==> config.mk <==
export PLATFORM = sky130hd
export DESIGN_NAME = sm83_bus_seq
export DESIGN_NICKNAME = d
export VERILOG_FILES = /design/src/rtl/sm83_bus_seq.sv
export SDC_FILE = /design/constraint.sdc
export NUM_CORES = 1
export LEC_CHECK = 0
export CAP_MARGIN = 20
export CORE_ASPECT_RATIO = 0.75
export CORE_UTILIZATION = 44
export DETAILED_ROUTE_END_ITERATION = 8
export GPL_TIMING_DRIVEN = 0
export PLACE_DENSITY_LB_ADDON = 0.05
export SETUP_SLACK_MARGIN = 0.2
export SYNTH_ARGS = -nofsm -noshare
export SYNTH_HDL_FRONTEND = slang
export SYNTH_SLANG_ARGS = --single-unit
==> constraint.sdc <==
create_clock -name clk -period 6.15 [get_ports clk]
set_clock_uncertainty 0.2 [all_clocks]
set_input_delay 0.9225 -clock clk [delete_from_list [all_inputs] [get_ports clk]]
set_output_delay 0.9225 -clock clk [all_outputs]
set_load 0.005 [all_outputs]
==> src/rtl/sm83_bus_seq.sv <==
// M-cycle bus sequencer: expands one core request into T_PER_M phases with strobes, wait states and a completion pulse.
// Optional macro SM83_BUS_TIMEOUT_EN bounds wait states at MAX_WAIT and reports a timeout on rsp_err.
module sm83_bus_seq #(
    parameter int ADDR_W   = 16,
    parameter int DATA_W   = 8,
    parameter int T_PER_M  = 4,
    parameter int MAX_WAIT = 15
) (
    input  logic              clk,
    input  logic              rst_n,
    input  logic              req_valid,
    output logic              req_ready,
    input  logic [1:0]        req_op,
    input  logic [ADDR_W-1:0] req_addr,
    input  logic [DATA_W-1:0] req_wdata,
    output logic [ADDR_W-1:0] mem_addr,
    output logic [DATA_W-1:0] mem_wdata,
    output logic              mem_rd,
    output logic              mem_wr,
    input  logic [DATA_W-1:0] mem_rdata,
    input  logic              mem_ready,
    output logic              m_start,
    output logic              rsp_valid,
    output logic [DATA_W-1:0] rsp_rdata,
    output logic              rsp_err,
    output logic [1:0]        dbg_state
);
    localparam int PH_W = $clog2(T_PER_M);
    localparam int WC_W = $clog2(MAX_WAIT + 1);
    localparam logic [PH_W-1:0] PH_LAST = PH_W'(T_PER_M - 1);
    localparam logic [PH_W-1:0] PH_SAMP = PH_W'(T_PER_M - 2);
    localparam logic [WC_W-1:0] WC_MAX  = WC_W'(MAX_WAIT);

    typedef enum logic [1:0] {S_IDLE = 2'd0, S_ACTIVE = 2'd1, S_WAIT = 2'd2} state_t;

    // Handshake: a request transfers on a rising edge where req_valid & req_ready;
    // req_ready is high in IDLE and in the last phase of an M-cycle, never while stalled.
    state_t            state_q, state_d;
    logic [PH_W-1:0]   ph_q, ph_d;
    logic [WC_W-1:0]   wait_cnt_q, wait_cnt_d;
    logic [1:0]        op_q, op_d;
    logic [ADDR_W-1:0] addr_q, addr_d;
    logic [DATA_W-1:0] wdata_q, wdata_d;
    logic [DATA_W-1:0] rdata_q, rdata_d;
`ifdef SM83_BUS_TIMEOUT_EN
    logic              err_q, err_d;
`endif

    logic is_rd, is_wr, is_rw, accept, strobe;

    always_comb begin
        state_d    = state_q;
        ph_d       = ph_q;
        wait_cnt_d = wait_cnt_q;
        op_d       = op_q;
        addr_d     = addr_q;
        wdata_d    = wdata_q;
        rdata_d    = rdata_q;
`ifdef SM83_BUS_TIMEOUT_EN
        err_d      = err_q;
`endif
        // op 11 falls through as internal: neither read nor write
        is_rd     = (op_q == 2'b01);
        is_wr     = (op_q == 2'b10);
        is_rw     = is_rd | is_wr;
        req_ready = (state_q == S_IDLE) || ((state_q == S_ACTIVE) && (ph_q == PH_LAST));
        accept    = req_valid & req_ready;
        m_start   = (state_q == S_ACTIVE) && (ph_q == '0);
        rsp_valid = (state_q == S_ACTIVE) && (ph_q == PH_LAST);
        strobe    = ((state_q == S_ACTIVE) && (ph_q != '0) && (ph_q != PH_LAST)) || (state_q == S_WAIT);
        mem_rd    = strobe & is_rd;
        mem_wr    = strobe & is_wr;

        case (state_q)
            S_IDLE: begin
                if (accept) begin
                    state_d = S_ACTIVE;
                    ph_d    = '0;
                end
            end
            S_ACTIVE: begin
                if (ph_q == PH_LAST) begin
                    ph_d    = '0;
                    state_d = accept ? S_ACTIVE : S_IDLE;
                end else if ((ph_q == PH_SAMP) && is_rw && !mem_ready) begin
                    state_d    = S_WAIT;
                    wait_cnt_d = '0;
                end else begin
                    ph_d = ph_q + 1'b1;
                    if ((ph_q == PH_SAMP) && is_rd) begin
                        rdata_d = mem_rdata;
                    end
                end
            end
            S_WAIT: begin
                if (mem_ready) begin
                    state_d    = S_ACTIVE;
                    ph_d       = PH_LAST;
                    wait_cnt_d = '0;
                    if (is_rd) begin
                        rdata_d = mem_rdata;
                    end
                end else begin
                    if (wait_cnt_q != WC_MAX) begin
                        wait_cnt_d = wait_cnt_q + 1'b1;
                    end
`ifdef SM83_BUS_TIMEOUT_EN
                    // Give up once the count reaches the limit; the bus sees the strobe drop
                    if (wait_cnt_d == WC_MAX) begin
                        state_d    = S_ACTIVE;
                        ph_d       = PH_LAST;
                        wait_cnt_d = '0;
                        err_d      = 1'b1;
                        rdata_d    = {DATA_W{1'b1}};
                    end
`endif
                end
            end
            default: begin
                state_d = S_IDLE;
                ph_d    = '0;
            end
        endcase

        if (accept) begin
            op_d    = req_op;
            addr_d  = req_addr;
            wdata_d = req_wdata;
`ifdef SM83_BUS_TIMEOUT_EN
            err_d   = 1'b0;
`endif
        end
    end

    always_ff @(posedge clk or negedge rst_n) begin
        if (!rst_n) begin
            state_q    <= S_IDLE;
            ph_q       <= '0;
            wait_cnt_q <= '0;
            op_q       <= 2'b00;
            addr_q     <= '0;
            wdata_q    <= '0;
            rdata_q    <= '0;
`ifdef SM83_BUS_TIMEOUT_EN
            err_q      <= 1'b0;
`endif
        end else begin
            state_q    <= state_d;
            ph_q       <= ph_d;
            wait_cnt_q <= wait_cnt_d;
            op_q       <= op_d;
            addr_q     <= addr_d;
            wdata_q    <= wdata_d;
            rdata_q    <= rdata_d;
`ifdef SM83_BUS_TIMEOUT_EN
            err_q      <= err_d;
`endif
        end
    end

`ifdef SM83_BUS_TIMEOUT_EN
    assign rsp_err = rsp_valid & err_q;
`else
    assign rsp_err = 1'b0;
`endif
    assign mem_addr  = addr_q;
    assign mem_wdata = wdata_q;
    assign rsp_rdata = rdata_q;
    assign dbg_state = state_q;
endmodule

==> out/qor.tcl <==
set qor(timing_worst_setup_path_type) {reg -> out}
set qor(synth_sequential_area_ratio_pct) 55.4
set qor(netlist.area_leader.share_pct) 55.4
set qor(yosysMostFrequentCell) {dfrtp_1}
set qor(first_pass_grt_wire_length_um) 5960
set qor(drive_above_1_share_pct) 24.5
set qor(cap_viol_max_count) 0
set qor(finish.instance_area_mm2) 0.00264
set qor(grt_antenna_before_repair) 0
set qor(synthesis.area_mm2) 0.00172
set qor(timing.critical_path.slowest_cell_delay_ns) 0.51
set qor(min-delay-path-class) {reg -> reg}
set qor(synth_cells) 120
set qor(groute.layer.met2.usage_pct) 31.0
set qor(placement.setup.worst_slack_ns) 3.11
set qor(timing.slew.headroom_pct) 45.3
set qor(worst_slack_ns) 2.83
set qor(grt_busiest_layer) {met2}
set qor(drv_slew) 0
set qor(min_period_ns) 3.32
set qor(post_synth_most_frequent_cells) {38 x dfrtp_1, 36 x mux2_2, 9 x ha_1}
set qor(critPathRequiredTime_ns) 5.03
set qor(floorplan.core_area_mm2) 0.00368
set qor(pin_count_of_the_biggest_net_entering_global_routing) 39
set qor(syn-mean-instance-area_um2) 14.3
set qor(worst_r2r_path_depth) 5
set qor(timing.critical_path.arrival_ns) 2.19
set qor(synth_seq_cells) 38
set qor(core.rowCount) 19
set qor(regToRegSetupSlack_ns) 3.74
set qor(drc_errors) 0
set qor(grtUsageMet1_pct) 23.3
set qor(drtIter0Drc) 44
set qor(whs_path_depth) 1
set qor(finalSetupViolCount) 0
set qor(antenna_diode_count) 0
set qor(post_cts.resized_instances) 0
set qor(clkSinkCount) 38
set qor(synth.area.top_cells) {dfrtp_1 55%, mux2_2 24%, ha_1 6.6%}
set qor(viasPerCell) 4.84
set qor(floorplan.io_pins) 78
set qor(ys_dominant_reg_cell) {dfrtp_1}
set qor(place.detailed.hpwl_um) 2600
set qor(fillerInstances) 270
set qor(postSynth.asyncResetShare_pct) 100
set qor(power.static_leakage_nw) 1.11
set qor(post_cts_buffers) 0
set qor(dpl_cell_area_mm2) 0.00254
set qor(grt_setup_unrepaired) {false}
set qor(critPathLaunchType) {register}
set qor(die-height_um) 56.1
set qor(cts-buffers-inserted) 5
set qor(first_global_vias) 1282
set qor(route.final.wire_length_um) 3540
set qor(routabilityCongestion) 0.801
set qor(global_route.overflow_total) 0
set qor(holdBufCountCts) 0
set qor(min_period_over_period_pct) 53.9
set qor(timing.critical_path.to_type) {output port}
set qor(dr_total_vias) 1238
set qor(global_route.usage.total_pct) 20.0
set qor(routedWlPerCell_um) 13.8
set qor(synth_edf_count) 0
set qor(grt.met3_usage_pct) 11.6
set qor(status) {complete, no violations}
set qor(critical_path.cell_chain) {inv_1, ha_1, nand2b_1, o21ba_2, nor2b_1, clkdlybuf4s50_1}
set qor(die-width_um) 74.1
set qor(holdWs_ns) 0.303
set qor(timing_hold_violations_final) 0
set qor(cts.clk_slew.worst_paths_ns) 0.07
set qor(synth.yosys.warnings) 0
set qor(power-per-cell-area_mw_per_mm2) 481
set qor(sum_neg_setup_slack_ns) 0
set qor(worstSkewPairLatency_ns) 0.29
set qor(initial_core_util_pct) 46.6
set qor(design.die.area_mm2) 0.00416
set qor(irDropWorstVdd_mv) 0.333
set qor(synth_top_cell_by_area) {dfrtp_1}
set qor(timing.critical_path.slowest_stage_cell) {clkdlybuf4s50_1}
set qor(layout.nets) 250
set qor(clock-root-buffer) {clkbuf_8}
set qor(tightestPinTransition_ns) 0.821
set qor(finalPower_mw) 1.27
set qor(cts_h_tree_lvls) 2
set qor(tritoncts) {built}
set qor(max_freq_mhz) 302
set qor(mappedNetlistNets) 167
set qor(antenna_left) 0
set qor(buffer_ports.inserted) 76
set qor(syn_to_final_growth_pct) 54.0
set qor(netlist-cell-type-count) 26
set qor(drt-pass1-iter-count) 4
set qor(worst-path-max-fanout) 7
set qor(max-clock-path-buffers) 2
-- state kept, by name, indices dropped and copies added (netlist names) --
| name | cells |
|---|---|
| mem_addr | 16 |
| mem_wdata | 8 |
| rsp_rdata | 8 |
| dbg_state | 2 |
| op_q | 2 |
| ph_q | 2 |
-- metal layers --
layer  up-vias  routed length [um]
met5         -                   0
met1       599                1430
met4         0                  44
met3         4                 306
met2        50                1760
li1        585                   -
-- placed cells by master (no fill, tap or decap), types with 2 or more instances in the layout --
cell and count:
a31oi_1 2, buf_2 3, clkbuf_1 2, clkbuf_8 5, clkdlybuf4s50_1 75, dfrtp_1 38, ha_1 9, inv_1 7
mux2_2 36, nand2b_1 3, nor2_1 2, nor2b_1 2, o211ai_1 3
-- stage by stage --
step | util, % | instances
floorplan | - | 120
global placement | 69.0 | 248
detailed placement | 68.8 | 248
CTS | 71.7 | 256
global route | 71.7 | 256
finish | 71.7 | 256
-- cells by family after synthesis --
kind of cell	count (synthesis)	share of synthesized area [%]
DFF	38	55.4
muxes	36	23.6
AOI/OAI and AO/OA	13	6.93
and+or+nand+nor	13	4.67
buffers and inverters	10	2.55
adders and majority gates	9	6.56
other	1	0.219
-- worst paths after layout --
path / startpoint / end
hold / removal: mem_addr[8]$_DFFE_PN0P_ / mem_addr[8]$_DFFE_PN0P_
setup reg to reg: dbg_state[0]$_DFFE_PN0P_ / rsp_rdata[3]$_DFFE_PN0P_
max in group asynchronous: rst_n / mem_addr[1]$_DFFE_PN0P_
min in group asynchronous: rst_n / mem_wdata[2]$_DFFE_PN0P_
hold reg to reg: mem_addr[8]$_DFFE_PN0P_ / mem_addr[8]$_DFFE_PN0P_
setup / recovery: dbg_state[1]$_DFFE_PN0P_ / mem_rd
-- where the power goes --
group	leakage [nW]	switching, mW	total [mW]	internal [mW]
Clock	0.0524	0.0833	0.205	0.121
Sequential	0.451	0.0676	0.443	0.376
Combinational	0.608	0.211	0.623	0.412
Total	1.11	0.362	1.27	0.909
-- worst max-delay path, delay by kind of cell (launching register included) --
family / cells / cell delay [ns]
adders and majority gates: 1 / 0.32
buffers and inverters: 2 / 0.61
AOI/OAI and AO/OA: 1 / 0.25
and+or+nand+nor: 2 / 0.30
DFF: 1 / 0.43
-- area by class of cell --
class / count / area, um2 / share of cell area (%)
Sequential cell: 38 / 951 / 36.0
Timing Repair Buffer: 76 / 756 / 28.6
Multi-Input combinational cell: 72 / 721 / 27.3
Clock buffer: 7 / 76.3 / 2.89
Tap cell: 52 / 65.1 / 2.46
Clock inverter: 1 / 30.0 / 1.14
Inverter: 7 / 26.3 / 0.994
Buffer: 3 / 17.5 / 0.663
(Power assumes the default switching activity.)
